==> src/rtl/mycpu_pkg.sv <==
// Shared types and defaults for the 16-bit mycpu datapath.
package mycpu_pkg;

   localparam int unsigned DEF_REG_N = 8;
   localparam int unsigned DEF_DW    = 16;

   typedef logic [2:0] reg_addr_t;

   typedef enum logic [0:0] {
      MD_FU  = 1'b0,
      MD_MEM = 1'b1
   } md_t;

   typedef enum logic [0:0] {
      MB_REG   = 1'b0,
      MB_CONST = 1'b1
   } mb_t;

   typedef enum logic [3:0] {
      FMOVA = 4'd0,
      FINC  = 4'd1,
      FADD  = 4'd2,
      FSUB  = 4'd5,
      FDEC  = 4'd6,
      FAND  = 4'd8,
      FOR   = 4'd9,
      FXOR  = 4'd10,
      FNOT  = 4'd11,
      FMOVB = 4'd12,
      FSHR  = 4'd13,
      FSHL  = 4'd14
   } fs_t;

endpackage

==> src/rtl/regfile_status_reg.sv <==
// Status register: zero/negative flags with a shared load enable.
module status_reg (
   input  logic clk,
   input  logic rst_n,
   input  logic we_i,
   input  logic z_i,
   input  logic n_i,
   output logic z_o,
   output logic n_o
);

   logic z_q, z_d;
   logic n_q, n_d;

   always_comb begin
      z_d = z_q;
      n_d = n_q;
      if (we_i) begin
         z_d = z_i;
         n_d = n_i;
      end
   end

   always_ff @(posedge clk or negedge rst_n) begin
      if (!rst_n) begin
         z_q <= 1'b0;
         n_q <= 1'b0;
      end else begin
         z_q <= z_d;
         n_q <= n_d;
      end
   end

   assign z_o = z_q;
   assign n_o = n_q;

endmodule

==> src/rtl/regfile.sv <==
// Architectural register file with two combinational read ports, a constant
// select on the B bus, FU/memory write-back and the status register.
module regfile
   import mycpu_pkg::*;
#(
   parameter int unsigned REG_N = DEF_REG_N,
   parameter int unsigned DW    = DEF_DW
) (
   input  logic                     clk,
   input  logic                     rst_n,
   input  logic [$clog2(REG_N)-1:0] aa,
   input  logic [$clog2(REG_N)-1:0] ba,
   input  logic [$clog2(REG_N)-1:0] da,
   input  logic                     rw,
   input  logic                     md,
   input  logic                     mb,
   input  logic [DW-1:0]            f_in,
   input  logic [DW-1:0]            mem_in,
   input  logic [DW-1:0]            const_in,
   input  logic                     z_in,
   input  logic                     n_in,
   input  logic                     fl_we,
   output logic [DW-1:0]            a_out,
   output logic [DW-1:0]            b_out,
   output logic                     z_flag,
   output logic                     n_flag
);

   logic [DW-1:0] regs_q [REG_N];
   logic [DW-1:0] regs_d [REG_N];
   logic [DW-1:0] wd;

   assign wd = (md_t'(md) == MD_MEM) ? mem_in : f_in;

   always_comb begin
      regs_d = regs_q;
      if (rw) begin
         regs_d[da] = wd;
      end
   end

   always_ff @(posedge clk or negedge rst_n) begin
      if (!rst_n) begin
         regs_q <= '{default: '0};
      end else begin
         regs_q <= regs_d;
      end
   end

   // Reads come straight from the array: a bypass would form a loop through the FU.
   assign a_out = regs_q[aa];
   assign b_out = (mb_t'(mb) == MB_CONST) ? const_in : regs_q[ba];

   status_reg u_status (
      .clk   (clk),
      .rst_n (rst_n),
      .we_i  (fl_we),
      .z_i   (z_in),
      .n_i   (n_in),
      .z_o   (z_flag),
      .n_o   (n_flag)
   );

endmodule

==> config.mk <==
export PLATFORM = sky130hd
export DESIGN_NAME = regfile
export DESIGN_NICKNAME = d
export VERILOG_FILES = /design/src/rtl/mycpu_pkg.sv /design/src/rtl/regfile_status_reg.sv /design/src/rtl/regfile.sv
export SDC_FILE = /design/constraint.sdc
export NUM_CORES = 1
export LEC_CHECK = 0
export ABC_AREA = 1
export BUFFER_PORTS_ARGS = -buffer_cell sky130_fd_sc_hd__clkbuf_2
export CORE_MARGIN = 4
export CORE_UTILIZATION = 53
export CTS_CLUSTER_SIZE = 12
export DETAILED_ROUTE_END_ITERATION = 6
export GPL_ROUTABILITY_DRIVEN = 0
export PLACE_DENSITY = 0.74
export SLEW_MARGIN = 15
export SYNTH_ARGS = -nofsm -noshare
export SYNTH_HDL_FRONTEND = slang
export SYNTH_SLANG_ARGS = --single-unit
==> constraint.sdc <==
create_clock -name clk -period 1.1 [get_ports clk]
set_clock_uncertainty 0.05 [all_clocks]
set_input_delay 0.11 -clock clk [delete_from_list [all_inputs] [get_ports clk]]
set_output_delay 0.11 -clock clk [all_outputs]
set_load 0.03 [all_outputs]
==> results of run 1 <==
## power by group through the flow
stage / clock network [mW] / registers (mW) / logic (mW)
global placement: 0 / 6.22 / 4.98
CTS: 5.85 / 6.31 / 5.90
global route: 6.02 / 6.52 / 7.52
finish: 5.85 / 6.45 / 7.02
floorplan: 0 / 6.17 / 3.09
detailed placement: 0 / 6.26 / 5.07
## metal layers
metal / track usage [%] / vias up / part of all wire (%)
li1: - / 4005 / -
met1: 42.49 / 4228 / 37
met2: 50.89 / 662 / 47
met3: 5.976 / 154 / 10
met4: 16.39 / 0 / 5.7
met5: 0 / - / 0
## metrics by stage
step | hold slack (ns) | cell area (um^2) | util, %
after floorplan | -0.2356 | 8054 | -
after global placement | -0.03217 | 9445 | 64.50
after detailed placement | -0.03443 | 9445 | 64.50
after CTS | 0.04335 | 10780 | 73.58
after global routing | 0.06467 | 11470 | 78.35
final | 0.05706 | 11470 | 78.35
## sequential cells by signal, indices dropped and copies added (netlist names)
name	cells
regs_q	128
u_status.n_o	1
u_status.z_o	1
## kinds of logic (layout without fill, tap and decap cells)
group                  count (synthesis)  in the layout  share of synthesized area [%]
AOI/OAI and AO/OA                    256            256                          16.97
and+or+nand+nor                      494            494                          26.21
muxes                                 18             18                          3.006
DFF                                  130            130                          40.70
buffers and inverters                213            451                          13.12
## worst max-delay path: stages, from the launching register on
cell and delay (ns):
dfrtp_1 0.38, inv_2 0.09, a21oi_2 0.06, o21ai_1 0.12, nand2_1 0.08, nand2_1 0.11
nand2_2 0.09, clkbuf_8 0.17
## cell type report
cell class / count / area (um^2)
well taps: 184 / 230.2
multi-input cells: 768 / 4332
repair buffers: 281 / 2529
fillers: 866 / 3171
inverters: 138 / 518.0
clock buffers: 25 / 515.5
flip-flops and latches: 130 / 3253
clock inverters: 7 / 96.34
## worst max-delay path by stage
stage	startpoint	endpoint	slack [ns]	cells after the start
after CTS	regs_q[70]$_DFFE_PN0P_	b_out[6]	-0.51	7
after global routing	regs_q[23]$_DFFE_PN0P_	a_out[7]	-0.61	7
after floorplan	aa[1]	a_out[0]	-0.003	8
final	regs_q[87]$_DFFE_PN0P_	a_out[7]	-0.59	7
after detailed placement	aa[1]	a_out[2]	-0.28	9
after global placement	aa[1]	a_out[2]	-0.32	9
## cells in the mapped netlist
cell      count
buf_12        1
o21ai_0      87
nand3_1     112
buf_4        20
nand2_2       1
o21ai_2      20
nand2_4       5
a21oi_1      64
nand2_1     368
mux2_4       10
clkbuf_4      2
inv_2         4
clkbuf_1      3
inv_1       134
buf_2        27
clkbuf_2      3
buf_1         4
buf_6        15
o21ai_1      85
nor2_4        8
dfrtp_1     130
mux2_2        8
## repair_timing
item                                    in CTS  in global routing
endpoints found under the hold margin      132                  0
endpoints found under the setup margin      34                 35
pin swaps                                   74                 74
buffers inserted                            24                 34
cloned                                       0                  0
gates resized for setup                    212                181
hold buffers                                 4                  0
==> out/metrics.yaml, run 1 <==
sta:
  finalMaxSlewViolations: 0
  fmax_mhz: 590.2
  fin_ws_ns: -0.5944
  post-route-period-util_pct: 154.0
  worst_pin_slew_ns: 0.3594
  tns_ns: -16.16
  rsz0062_at_grt: "true"
  fin_crit_ns: 1.694
  max-slew-margin-rel_pct: 76.04
  hold_viol_final: 0
  setup_viol: 35
hold_path:
  min_from: "mem_in[9]"
  hp-class: "primary input to flop"
  min_to: "regs_q[9]$_DFFE_PN0P_"
  whs_path_depth: 4
place:
  io_buffers: 98
  placed_cells: 1439
  dpl_worst_slack_ns: -0.2797
  hpwlAfterDp_um: 16910
finish:
  fin_nets: 1401
  syn2layout_area_growth_pct: 43.55
  layout_common_cells: "nand2_1 (311), buf_4 (147), dfrtp_1 (130), o21ai_1 (121), inv_2 (112)"
  drive_above_1_share_pct: 47.15
  diodes: 0
  layout.cells.non_filler: 1533
  layout_commonest_cell: "nand2_1"
synthesis:
  syn_nets: 1176
  synth_area_leaders: "dfrtp_1 (41%), nand2_1 (17%), nand3_1 (7.0%)"
  yosysTopAreaCellShare_pct: 40.70
  synth_cells: 1111
  yosys.area.top_type: "dfrtp_1"
  ys_seq_area_share_pct: 40.70
  synth_seq_cells: 130
  synth_area_um2: 7993
  synth_area_per_cell_um2: 7.194
  yosysWarningCount: 0
  synth.distinct_cells: 22
global_route:
  antenna_found_initial: 0
  grt_pass1_wl_um: 42630
  grt_start_max_net_pins: 59
  globalRouteOverflowTotal: 0
  grt_pass1_vias: 8318
  track_usage_pct: 32.21
critical_path:
  r2r-start: "regs_q[72]$_DFFE_PN0P_"
  reg2reg_depth: 10
  path_class: "flop to output pin"
  worstSetupStartpointType: "flop"
  critPathCaptureType: "output pin"
  worst-path-max-fanout: 3
  reg2reg_to: "regs_q[72]$_DFFE_PN0P_"
  crit_required_ns: 0.94
  regToRegSetupSlack_ns: -0.41
  crit_arrival_ns: 1.53
floorplanning:
  num_io_pins: 99
  die_y_um: 130.8
  dieArea_um2: 17110
  start_util_pct: 54.58
  core_um2: 14640
  rows: 44
  fp.dieW_um: 130.8
job:
  drv_cap: 0
pwr:
  p_sw_mw: 6.552
  swShare_pct: 33.91
  leakage_nw: 5.586
  p_int_mw: 12.77
  peakVddDrop_v: 0.001349
  clkPwrFrac_pct: 30.3
  p_per_area_nw_per_um2: 1684
  comb_power_share_pct: 36.4
  totalPowerFinal_mw: 19.32
  seqPwrFrac_pct: 33.4
cts:
  clockRootBuffer: "clkbuf_16"
  cts_tree: "done"
  path_clk_slew_ns: 0.06
  htreeDepth: 4
  cts_num_sinks: 130
  cts_made_buffers: 17
  insertion_delay_ns: 0.42
  cts_buffer_depth: 2
outcome:
  violations: "design-rule violations, negative setup slack"
  status: "finished with violations"
detailed_routing:
  dr_total_vias: 9049
  drt-pass1-iter-count: 7
  drt_wl_total_um: 29630
  dr.first_iter.drc_count: 1149
  vias_per_cell: 5.903
  drt-wirelength-per-cell_um: 19.33
  final_antenna_net_count: 0
  drcViolationCount: 1
Power figures use the tool's default switching activity.
==> run 2: changes to the inputs <==
--- a/config.mk
+++ b/config.mk
@@ -5,14 +5,13 @@
 export SDC_FILE = /design/constraint.sdc
 export NUM_CORES = 1
 export LEC_CHECK = 0
-export ABC_AREA = 1
 export BUFFER_PORTS_ARGS = -buffer_cell sky130_fd_sc_hd__clkbuf_2
 export CORE_MARGIN = 4
 export CORE_UTILIZATION = 53
 export CTS_CLUSTER_SIZE = 12
 export DETAILED_ROUTE_END_ITERATION = 6
 export GPL_ROUTABILITY_DRIVEN = 0
-export PLACE_DENSITY = 0.74
+export PLACE_DENSITY = 0.75
 export SLEW_MARGIN = 15
 export SYNTH_ARGS = -nofsm -noshare
 export SYNTH_HDL_FRONTEND = slang
==> out/metrics.yaml, run 2 <==
sta:
  max-slew-margin-rel_pct: 70.91  # -5.1 points
  setup_viol: 34  # -2.9%
  hold_viol_final: 0  # unchanged
  worst_pin_slew_ns: 0.4364  # +0.07697 ns
  fin_ws_ns: -0.8695  # -0.2751 ns
  fin_crit_ns: 1.970  # +0.2751 ns
  rsz0062_at_grt: "true"
  finalMaxSlewViolations: 0  # unchanged
  fmax_mhz: 507.7  # -14%
  post-route-period-util_pct: 179.0  # +25 points
pwr:
  clkPwrFrac_pct: 28.7  # -1.6 points
  comb_power_share_pct: 37.4  # +1.0 points
  p_per_area_nw_per_um2: 1854  # +10%
  p_int_mw: 13.11  # +2.7%
  swShare_pct: 32.84  # -1.1 points
  leakage_nw: 4.792  # -14%
  peakVddDrop_v: 0.001140  # -15%
  p_sw_mw: 6.412  # -2.1%
  seqPwrFrac_pct: 33.9  # +0.5 points
synthesis:
  yosys.area.top_type: "dfrtp_1"
  synth.distinct_cells: 27  # +23%
  synth_area_leaders: "dfrtp_1 (46%), mux4_1 (11%), mux2_2 (8.0%)"
  yosys.cell_count.top_type: "dfrtp_1"
  syn_nets: 711  # -40%
  synth_seq_cells: 130  # unchanged
  ys_seq_area_share_pct: 46.14  # +5.4 points
  yosysTopAreaCellShare_pct: 46.14  # +5.4 points
  ys.flop_type: "dfrtp_1"
  synth_area_um2: 7051  # -12%
  synth_area_per_cell_um2: 10.91  # +52%
  synth_cells: 646  # -42%
  synth.top_cells.by_count: "dfrtp_1 (130), nand2_1 (81), nor2_1 (65)"
  synth-async-reset-ratio_pct: 100.0  # unchanged
  yosysWarningCount: 0  # unchanged
  synth_edf_count: 0  # unchanged
global_route:
  grt_pass1_vias: 7373  # -11%
  grt_start_max_net_pins: 35  # -41%
  globalRouteOverflowTotal: 0  # unchanged
  antenna_found_initial: 0  # unchanged
  grt_pass1_wl_um: 40850  # -4.2%
  track_usage_pct: 36.33  # +4.1 points
floorplanning:
  dieArea_um2: 15210  # -11%
  die_y_um: 123.3  # -5.7%
  start_util_pct: 54.98  # +0.40 points
  fp.dieW_um: 123.3  # -5.7%
  rows: 41  # -6.8%
  num_io_pins: 99  # unchanged
  core_um2: 12820  # -12%
cts:
  cts_num_sinks: 130  # unchanged
  htreeDepth: 4  # unchanged
  path_clk_slew_ns: 0.06  # about the same
  insertion_delay_ns: 0.42  # about the same
  cts_made_buffers: 17  # unchanged
  cts_buffer_depth: 2  # unchanged
  cts_tree: "done"
  clockRootBuffer: "clkbuf_16"
detailed_routing:
  dr.first_iter.drc_count: 1319  # +15%
  drcViolationCount: 1  # unchanged
  drt-pass1-iter-count: 7  # unchanged
  drt-wirelength-per-cell_um: 26.59  # +38%
  vias_per_cell: 6.861  # +16%
  drt_wl_total_um: 28100  # -5.1%
  final_antenna_net_count: 0  # unchanged
  dr_total_vias: 7252  # -20%
place:
  placed_area_um2: 9206  # -2.5%
  io_buffers: 98  # unchanged
  hpwlAfterDp_um: 14640  # -13%
  placed_cells: 1000  # -31%
finish:
  layout.cells.non_filler: 1057  # -31%
  n_fill_cell: 591  # -32%
  syn2layout_area_growth_pct: 49.32
  fin_area_um2: 10530  # -8.2%
  drive_above_1_share_pct: 47.23  # +0.086 points
  layout_commonest_cell: "dfrtp_1"
  layout_common_cells: "dfrtp_1 (130), buf_4 (121), nand2_1 (81), nor2_1 (65), a21oi_1 (64)"
  fin_nets: 938  # -33%
  largest_reg_flops: 128  # unchanged
  multiInputGateArea_um2: 4068  # -6.1%
  regArea_um2: 3253  # unchanged
  regMostFlops: "regs_q"
  diodes: 0  # unchanged
critical_path:
  crit_arrival_ns: 1.81  # +0.28 ns
  path_class: "flop to output pin"
  critPathCaptureType: "output pin"
  regToRegSetupSlack_ns: 0.01  # +0.42 ns
  worstSetupStartpointType: "flop"
  crit_required_ns: 0.94  # about the same
  worst-path-max-fanout: 3  # unchanged
outcome:
  status: "finished with violations"
  violations: "design-rule violations, negative setup slack"
hold_path:
  hp-class: "primary input to flop"
job:
  drv_cap: 0  # unchanged
[run 2: cell count changes after synthesis, sizes merged, moves of 3 or more]
cell / change
inv: -138
nor2: +57
a22o: +16
o31ai: +16
nand4b: +3
mux2i: +48
o21ai: -128
nand3: -112
mux2: +32
buf: -39
o22ai: +16
nand2: -293
mux4: +32
clkbuf: +18
[run 2: critical path, cell delays in order (launching register included)]
cell	delay [ns]
dfrtp_1	0.43
mux4_2	0.51
mux2_4	0.30
buf_8	0.14
[run 2: cells by family after synthesis]
group / share of synthesized area (%)
compound gates: 14.20
buf+inv: 3.957
flops: 46.14
mux: 26.62
simple gates: 9.086
[run 2: metrics by stage]
stage | hold WS, ns | total power, mW | utilization, % | setup slack, ns | setup TNS [ns]
after floorplan | -0.2356 | 9.777 | - | -0.2199 | -5.909
after global placement | 0.01648 | 11.84 | 71.79 | -0.5247 | -21.27
after detailed placement | 0.01692 | 12.17 | 71.79 | -0.5517 | -28.28
after CTS | 0.008275 | 18.51 | 81.00 | -0.8225 | -23.78
after global routing | 0.03493 | 20.06 | 82.09 | -0.9146 | -25.66
final | 0.01844 | 19.52 | 82.09 | -0.8695 | -24.80
[run 2: timing repair]
item	in CTS	in global routing
hold endpoints to repair	133	0
gates resized for setup	99	30
endpoints found under the setup margin	34	34
pin swaps	15	18
hold buffers	5	0
buffers inserted	12	9
[run 2: final timing paths]
path | start | to | cells after the start
worst max-delay path | regs_q[37]$_DFFE_PN0P_ | a_out[5] | 3
worst min-delay path | mem_in[8] | regs_q[88]$_DFFE_PN0P_ | 3
worst max register to register | regs_q[115]$_DFFE_PN0P_ | regs_q[115]$_DFFE_PN0P_ | 4
worst min register to register | regs_q[28]$_DFFE_PN0P_ | regs_q[28]$_DFFE_PN0P_ | 2
max in group asynchronous | rst_n | regs_q[54]$_DFFE_PN0P_ | 3
min in group asynchronous | rst_n | regs_q[120]$_DFFE_PN0P_ | 2
[run 2: routing by layer]
layer / track usage (%) / wire length, um
met1: 45.61 / 9497
met2: 58.27 / 13110
met3: 6.953 / 3251
met4: 22.49 / 2246
met5: 0 / 0
[run 2: power groups by stage]
stage / sequential [mW] / combinational (mW) / clock [mW]
5_1_grt: 6.63 / 7.64 / 5.79
3_3_place_gp: 6.38 / 5.46 / 0
4_1_cts: 6.42 / 6.58 / 5.51
2_1_floorplan: 6.37 / 3.41 / 0
3_5_place_dp: 6.46 / 5.71 / 0
6_report: 6.61 / 7.31 / 5.60
[run 2: final cells by class]
class / count / area share (%)
timing repair buffer: 262 / 22.93
clock inverter: 4 / 0.4279
sequential: 130 / 30.90
clock buffer: 27 / 5.063
multi-input combinational: 462 / 38.64
tap: 172 / 2.044
==> run 3: changes to the inputs <==
==> constraint.sdc (replaced) <==
create_clock -name clk -period 1.1 [get_ports clk]
set_clock_uncertainty 0.05 [all_clocks]
set_input_delay 0.11 -clock clk [delete_from_list [all_inputs] [get_ports clk]]
set_output_delay 0.11 -clock clk [all_outputs]
set_load 0.1 [all_outputs]
==> out/metrics.yaml, run 3 (same netlist as run 2, synthesis figures left out) <==
place:
  placed_cells: 980  # -2.0%
  io_buffers: 98  # unchanged
  hpwlAfterDp_um: 14920  # +1.9%
finish:
  fin_nets: 914  # -2.6%
  layout_common_cells: "dfrtp_1 (128), buf_4 (99), nand2_1 (81), nor2_1 (65), o21ai_0 (64)"
  drive_above_1_share_pct: 45.48  # -1.8 points
  layout.cells.non_filler: 1034  # -2.2%
  syn2layout_area_growth_pct: 49.30  # about the same
  regMostFlops: "regs_q"
  diodes: 0  # unchanged
  final_util_pct: 82.08  # about the same
  layout_commonest_cell: "dfrtp_1"
  largest_reg_flops: 128  # unchanged
floorplanning:
  num_io_pins: 99  # unchanged
  rows: 41  # unchanged
  dieArea_um2: 15210  # unchanged
  fp.dieW_um: 123.3  # unchanged
  start_util_pct: 54.98  # unchanged
  core_um2: 12820  # unchanged
  die_y_um: 123.3  # unchanged
pwr:
  p_sw_mw: 7.734  # +21%
  leakage_nw: 4.725  # -1.4%
  seqPwrFrac_pct: 31.1  # -2.8 points
  peakVddDrop_v: 0.001495  # +31%
  p_per_area_nw_per_um2: 2009  # +8.3%
  clkPwrFrac_pct: 27.7  # -1.0 points
  comb_power_share_pct: 41.3  # +3.9 points
  swShare_pct: 36.57  # +3.7 points
  totalPowerFinal_mw: 21.15  # +8.3%
  p_int_mw: 13.41  # +2.3%
detailed_routing:
  drt-wirelength-per-cell_um: 24.67  # -7.2%
  dr_total_vias: 6673  # -8.0%
  final_antenna_net_count: 0  # unchanged
  drt-pass1-iter-count: 5  # -2
  vias_per_cell: 6.454  # -5.9%
  drcViolationCount: 0  # -1
  dr.first_iter.drc_count: 927  # -30%
  drt_wl_total_um: 25510  # -9.2%
cts:
  cts_tree: "done"
  path_clk_slew_ns: 0.06  # about the same
  insertion_delay_ns: 0.42  # about the same
  cts_buffer_depth: 2  # unchanged
  cts_num_sinks: 130  # unchanged
  htreeDepth: 4  # unchanged
  clockRootBuffer: "clkbuf_16"
  cts_made_buffers: 17  # unchanged
global_route:
  grt_pass1_wl_um: 39560  # -3.2%
  globalRouteOverflowTotal: 0  # unchanged
  track_usage_pct: 35.12  # -1.2 points
  grt_pass1_vias: 7176  # -2.7%
  antenna_found_initial: 0  # unchanged
  grt_start_max_net_pins: 57  # +63%
sta:
  fmax_mhz: 497.9  # -1.9%
  post-route-period-util_pct: 182.6  # +3.5 points
  fin_ws_ns: -0.9083  # -0.03879 ns
  hold_viol_final: 4  # +4
  fin_crit_ns: 2.008  # +0.03879 ns
  worst_pin_slew_ns: 0.3951  # -0.04131 ns
  whs_ns: -0.004595  # -0.02303 ns
  setup_viol: 34  # unchanged
  rsz0062_at_grt: "true"
  max-slew-margin-rel_pct: 73.10  # +2.2 points
  tns_ns: -26.02  # -1.219 ns
  finalMaxSlewViolations: 0  # unchanged
job:
  drv_cap: 0  # unchanged
hold_path:
  hp-class: "primary input to asynchronous set/reset pin"
critical_path:
  max_stage_delay_ns: 0.54  # +0.03 ns
  critPathSlowestCell: "mux4_2"
  crit_arrival_ns: 1.85  # +0.04 ns
  crit_required_ns: 0.94  # about the same
  worstSetupStartpointType: "flop"
  crit_buf_inv: 1  # unchanged
  critPathCaptureType: "output pin"
  path_cells: "mux4_2, mux2_4, buf_12"
  path_class: "flop to output pin"
  worst-path-max-fanout: 2  # -1
  crit_family: "multiplexers"
outcome:
  violations: "negative hold slack, negative setup slack"
  status: "finished with violations"
-- run 3: area by class of cell --
| cell class | count | area (um^2) |
|---|---|---|
| clock buffer | 19 | 442.9 |
| clock inverter | 13 | 161.4 |
| fill | 647 | 2298 |
| multi-input combinational | 462 | 4030 |
| sequential | 130 | 3256 |
| tap | 172 | 215.2 |
| timing repair buffer | 238 | 2421 |
-- run 3: stage by stage --
stage	setup WS, ns	hold slack (ns)	cell area (um^2)
global placement	-0.5318	-0.1132	9557
floorplan	-0.7011	-0.2356	7503
global route	-0.9168	0.01334	10530
CTS	-0.8801	0.004438	10400
detailed placement	-0.5688	-0.1084	9557
finish	-0.9083	-0.004595	10530
-- run 3: final timing paths --
check / startpoint / endpoint / slack (ns) / cells after the start
max: regs_q[15]$_DFFE_PN0P_ / a_out[15] / -0.91 / 3
min reg2reg: regs_q[3]$_DFFE_PN0P_ / regs_q[3]$_DFFE_PN0P_ / 0.45 / 2
min: rst_n / regs_q[14]$_DFFE_PN0P_ / -0.005 / 2
max in group asynchronous: rst_n / regs_q[80]$_DFFE_PN0P_ / 0.42 / 3
max reg2reg: regs_q[91]$_DFFE_PN0P_ / regs_q[91]$_DFFE_PN0P_ / 0.06 / 3
min in group clk: mem_in[7] / regs_q[87]$_DFFE_PN0P_ / 0 / 3
-- run 3: repair_timing --
action | 4_1_cts | 5_1_grt
hold endpoints to repair | 135 | 0
hold buffers | 8 | 0
cloned | 0 | 0
buffers inserted | 6 | 8
pin swaps | 12 | 3
gates resized for setup | 21 | 14
endpoints found under the setup margin | 34 | 35
-- run 3: per-layer routing --
| layer | routed length [um] | share of wire [%] | global-route usage, % | vias up |
|---|---|---|---|---|
| met2 | 12750 | 50 | 57.56 | 501 |
| met3 | 2246 | 8.8 | 9.332 | 127 |
| met1 | 9119 | 36 | 42.62 | 3276 |
| met4 | 1402 | 5.5 | 18.48 | 0 |
| met5 | 0 | 0 | 0 | - |
| li1 | - | - | - | 2769 |
-- run 3: worst register-to-register path: stages (launching register included) --
cell and delay (ns):
dfrtp_1 0.39, buf_4 0.15, nor2_1 0.19, a21oi_1 0.11
-- run 3: power groups by stage --
stage	sequential, mW	clock, mW	combinational (mW)
after global placement	6.42	0	7.68
after CTS	6.50	5.79	8.39
final	6.57	5.85	8.73
after detailed placement	6.52	0	7.97
after floorplan	6.41	0	4.74
after global routing	6.62	6.05	9.12
